`config.mk`:
```
export PLATFORM = sky130hd
export DESIGN_NAME = feature_stream_buffer
export DESIGN_NICKNAME = d
export VERILOG_FILES = /design/src/rtl/feature_stream_buffer.sv
export SDC_FILE = /design/constraint.sdc
export NUM_CORES = 1
export LEC_CHECK = 0
export ABC_CLOCK_PERIOD_IN_PS = 3500
export BUFFER_PORTS_ARGS = -buffer_cell sky130_fd_sc_hd__buf_4
export CORE_UTILIZATION = 59
export CTS_CLUSTER_SIZE = 8
export DETAILED_ROUTE_END_ITERATION = 8
export PLACE_DENSITY = 0.76
export SYNTH_ARGS = -nofsm -noshare
export SYNTH_HDL_FRONTEND = slang
export SYNTH_SLANG_ARGS = --single-unit
export TNS_END_PERCENT = 5
```
`constraint.sdc`:
```
create_clock -name clk -period 3.5 [get_ports clk]
set_input_delay 0.35 -clock clk [delete_from_list [all_inputs] [get_ports clk]]
set_output_delay 0.35 -clock clk [all_outputs]
set_load 0.01 [all_outputs]
```
`src/rtl/feature_stream_buffer.sv`:
```
// feature_stream_buffer
//   Show-ahead FIFO between the first-block conv/BN stage and the next layer.
//   Data words (Q8.8) pass through unmodified. The output side tags each word
//   with its (row, col, channel) position in the feature map. It also flags
//   the final word of a frame and pulses done once the frame has been consumed.
//
// Ports
//   clk          sole clock, rising edge
//   rst          synchronous reset, active low
//   en           write enable (the read side drains regardless)
//   data_in      upstream data word
//   valid_in     data_in qualifier
//   channel_in   upstream channel tag, compared against the expected sequence
//   in_ready     almost-full backpressure to upstream
//   data_out     FIFO head (0 while empty)
//   valid_out    FIFO non-empty
//   ready_in     downstream accept
//   channel_out  position of data_out: channel
//   col_out      position of data_out: column
//   row_out      position of data_out: row
//   last_out     data_out is the last element of the frame
//   done         one-cycle pulse after the last element is transferred
//   level        current occupancy
//   overflow     sticky: a write was attempted while full
//   ch_err       sticky: an accepted word carried an unexpected channel tag
module feature_stream_buffer #(
   parameter int N            = 16,
   parameter int FEATURE_SIZE = 112,
   parameter int CHANNELS     = 16,
   parameter int DEPTH        = 64,
   parameter int AFULL_MARGIN = 4,
   localparam int CW = (CHANNELS > 1) ? $clog2(CHANNELS) : 1,
   localparam int PW = (FEATURE_SIZE > 1) ? $clog2(FEATURE_SIZE) : 1,
   localparam int AW = $clog2(DEPTH),
   localparam int LW = AW + 1
) (
   input  logic          clk,
   input  logic          rst,
   input  logic          en,
   input  logic [N-1:0]  data_in,
   input  logic          valid_in,
   input  logic [CW-1:0] channel_in,
   output logic          in_ready,
   output logic [N-1:0]  data_out,
   output logic          valid_out,
   input  logic          ready_in,
   output logic [CW-1:0] channel_out,
   output logic [PW-1:0] col_out,
   output logic [PW-1:0] row_out,
   output logic          last_out,
   output logic          done,
   output logic [LW-1:0] level,
   output logic          overflow,
   output logic          ch_err
);

   localparam logic [LW-1:0] FULL_LVL  = LW'(DEPTH);
   localparam logic [LW-1:0] AFULL_LVL = LW'(DEPTH - AFULL_MARGIN);
   localparam logic [CW-1:0] CH_MAX    = CW'(CHANNELS - 1);
   localparam logic [PW-1:0] POS_MAX   = PW'(FEATURE_SIZE - 1);

   logic [N-1:0]  mem [DEPTH];
   logic [AW-1:0] wr_ptr;
   logic [AW-1:0] rd_ptr;
   logic [CW-1:0] exp_ch;
   logic          full;
   logic          wr_en;
   logic          rd_en;
   logic          ch_last;
   logic          col_last;
   logic          row_last;

   // Full blocks the write even when a read frees a slot in the same cycle.
   assign full      = (level == FULL_LVL);
   assign wr_en     = en && valid_in && !full;
   assign valid_out = (level != '0);
   assign rd_en     = valid_out && ready_in;
   assign in_ready  = en && (level < AFULL_LVL);
   assign data_out  = valid_out ? mem[rd_ptr] : '0;

   assign ch_last   = (channel_out == CH_MAX);
   assign col_last  = (col_out == POS_MAX);
   assign row_last  = (row_out == POS_MAX);
   assign last_out  = valid_out && ch_last && col_last && row_last;

   // Storage carries no reset; only entries between rd_ptr and wr_ptr are visible.
   always_ff @(posedge clk) begin
      if (wr_en) mem[wr_ptr] <= data_in;
   end

   always_ff @(posedge clk) begin
      if (!rst) begin
         wr_ptr      <= '0;
         rd_ptr      <= '0;
         level       <= '0;
         exp_ch      <= '0;
         channel_out <= '0;
         col_out     <= '0;
         row_out     <= '0;
         done        <= 1'b0;
         overflow    <= 1'b0;
         ch_err      <= 1'b0;
      end else begin
         if (wr_en) wr_ptr <= wr_ptr + AW'(1);
         if (rd_en) rd_ptr <= rd_ptr + AW'(1);

         case ({wr_en, rd_en})
            2'b10:   level <= level + LW'(1);
            2'b01:   level <= level - LW'(1);
            default: level <= level;
         endcase

         if (en && valid_in && full) overflow <= 1'b1;

         // Expected channel follows its own sequence, so one bad tag is
         // reported once rather than shifting every later comparison.
         if (wr_en) begin
            if (channel_in != exp_ch) ch_err <= 1'b1;
            exp_ch <= (exp_ch == CH_MAX) ? '0 : exp_ch + CW'(1);
         end

         if (rd_en) begin
            if (ch_last) begin
               channel_out <= '0;
               if (col_last) begin
                  col_out <= '0;
                  row_out <= row_last ? '0 : row_out + PW'(1);
               end else begin
                  col_out <= col_out + PW'(1);
               end
            end else begin
               channel_out <= channel_out + CW'(1);
            end
         end

         done <= rd_en && last_out;
      end
   end

endmodule

```
==> impl_metrics.yaml <==
placed_design:
  dp_slack_ps: 286
  dp_cells: 2997
  io_buffers: 71
  place_congestion: 0.866
  dpl.hpwl_mm: 54.8
timing:
  min_period_ps: 3560
  drv_slew: 0
  finalCritPeriodShare: 1.02
  rsz0062_at_grt: "yes"
  setup_viol: 13
  fin_skew_ps: 30.9
  setup_ws_ps: -60.9
  relSlewSlack: 0.402
  fmax_ghz: 0.281
  hold_viol: 0
  worst_slew_pin_slew_ps: 894
floorplan:
  core_um2: 69100
  dieArea_um2: 71400
  dieHeight_um: 267
  rows: 96
  start_util: 0.600
  ios: 72
  die_w_um: 267
finish:
  stdcell_count: 3230
  areaGrowthSynthToFinish_pct: 18.0
  regArea_um2: 31800
  drive_above_1_share: 0.327
  nNetsFinal: 2285
  mostFrequentLayoutCell: "edfxtp_1"
  multiInputGateArea_um2: 9430
  fillers: 3941
  final_cell_mix: "edfxtp_1, mux4_2, buf_4, clkbuf_16, nor2_1"
global_routing:
  grt_max_degree: 65
  first_global_vias: 22500
  track_usage: 0.301
  antenna_found_initial: 3
  grt_pass1_wl_mm: 151
  grt-ovfl-total: 0
synthesis:
  yosysSeqAreaShare: 0.766
  synth_area_leaders: "edfxtp_1, mux4_2, dfxtp_1"
  avgSynthCellArea_um2: 21.1
  synth_seq_cells: 1074
  synth_cell_type_count: 56
  ys_async_sr_fraction: 0
  syn_nets: 2001
  yosysTopAreaCellShare: 0.741
  yosysTopAreaCell: "edfxtp_1"
  synth_edf_count: 1024
  ys_warn_count: 0
  syn-cell-area_um2: 41500
  synthCells: 1968
  ys.flop_type: "edfxtp_1"
clocking:
  clock-sinks: 1074
  cts_buffer_depth: 3
  insertion_delay_ps: 730
  htree_levels: 4
  numCtsBuffers: 152
  root_buffer: "clkbuf_16"
  clkTransAtPathRegs_ps: 50
  cts_tree: "done"
worst_setup_path:
  r2r_start: "level[2]$_SDFFE_PN0P_"
  worst_ep_required_time_ps: 3150
  slowest_delay_ps: 560
  endpoint_kind: "output port"
  path_cells: "buf_12 > buf_12 > buf_6 > mux4_2 > mux4_2 > o21a_1 > a31o_1 > buf_6"
  cp_max_fo: 8
  worst_setup_path_start_kind: "register"
  worstSetupPathType: "register to output port"
  critPathArrivalTime_ps: 3210
  cp_slowest_cell: "mux4_2"
detailed_routing:
  wl_met3_mm: 11.2
  top_layer_used: "met4"
  via_count: 21800
  ant_nets: 0
  dr.pass1.iters: 6
  wl_met1_mm: 37.2
  drt-initial-drc-count: 2852
  wl_per_cell_um: 32.0
  wl_met2_mm: 50.5
  drc_errors: 0
  finalWirelength_mm: 103
  vias_per_cell: 6.75
outcome:
  violations: "setup timing"
  status: "complete, but fails checks"
run:
  max_cap_viol_count: 0
worst_hold_path:
  worstHoldPathType: "primary input to register"
  holdCritStartpoint: "ready_in"
pwr:
  ir_drop_v: 0.000494
  power_density_nw_per_um2: 686
  p_leak_nw: 15.5
-- cell families after synthesis --
logic type | synth area share
AND/OR/NAND/NOR | 0.0294
XOR/XNOR | 0.00549
multiplexers | 0.158
adder cells (fa/ha/maj) | 0.00241
flip-flops | 0.766
AO/OA/AOI/OAI | 0.0264
buffers and inverters | 0.0127
-- power breakdown --
group	internal, mW	total [mW]	leakage (nW)	switching, mW
registers	14.2	14.3	9.61	0.149
clock network	8.11	13.2	2.05	5.09
logic	2.97	6.02	3.81	3.05
-- worst max-delay path, delay by kind of cell (launching register included) --
kind,cells,cell delay [ps]
buf+inv,4,540
mux,2,1040
flops,1,380
compound gates,2,500
-- area by class of cell --
cell class,instances,share of cell area
diodes,2,0.000102
repair buffers,236,0.0480
inverters,6,0.000460
well taps,931,0.0238
flip-flops and latches,1074,0.649
multi-input cells,782,0.193
clock inverters,8,0.00181
clock buffers,191,0.0842
-- synth_stat cells, drive strengths merged, types with 4 or more instances --
cell and count:
nand2b 9, or3b 5, mux2i 7, nor2 124
mux4 275, o22ai 65, buf 67, a21o 4
ha 8, o211ai 6, or3 11, a21oi 21
edfxtp 1024, o21ai 62, and3 4, and2 4
xnor2 13, nand2 30, nand4 12, xor2 13
nor3 19, nand3 16, dfxtp 50, nand3b 6
nor2b 7, inv 6, mux2 26, clkbuf 39
o21a 4
-- routing by layer --
metal / up-vias / global-route usage
met4: 0 / 0.137
met3: 256 / 0.0637
li1: 8740 / -
met2: 1504 / 0.480
met5: - / 0
met1: 11300 / 0.406
-- sequential cells by signal, indices dropped and copies added, names as in the netlist, named ones only --
name         count
mem           1024
col_out          7
level            7
row_out          7
rd_ptr           6
wr_ptr           6
channel_out      4
exp_ch           4
ch_err           1
done             1
overflow         1
-- per-stage QoR --
stage	utilization	total power, mW	setup TNS [ps]	hold WS, ps	instance area, um^2
after detailed placement	0.635	19.8	0	463	43900
after CTS	0.706	33.5	-718	20.5	48800
after global routing	0.709	34.5	-1240	67.7	48900
after global placement	0.635	19.7	0	447	43900
after floorplan	-	17.9	0	449	41500
final	0.709	33.6	-476	59.6	48900
-- path summary, 6_finish.rpt --
| kind | cells past startpoint | endpoint | slack (ps) |
|---|---|---|---|
| max | 8 | data_out[7] | -60 |
| min | 4 | channel_out[1]$_SDFFE_PN0P_ | 60 |
| max reg2reg | 10 | level[4]$_SDFFE_PN0P_ | 210 |
| min reg2reg | 1 | overflow$_SDFFE_PN0P_ | 470 |
-- timing repair --
action	4_1_cts	5_1_grt
endpoints found under the setup margin	16	16
buffers inserted	13	8
hold buffers	3	0
pin swaps	3	5
hold endpoints to repair	6	0
cloned	8	1
gates resized for setup	67	30
Note: power is estimated with default switching activity, not from simulation.
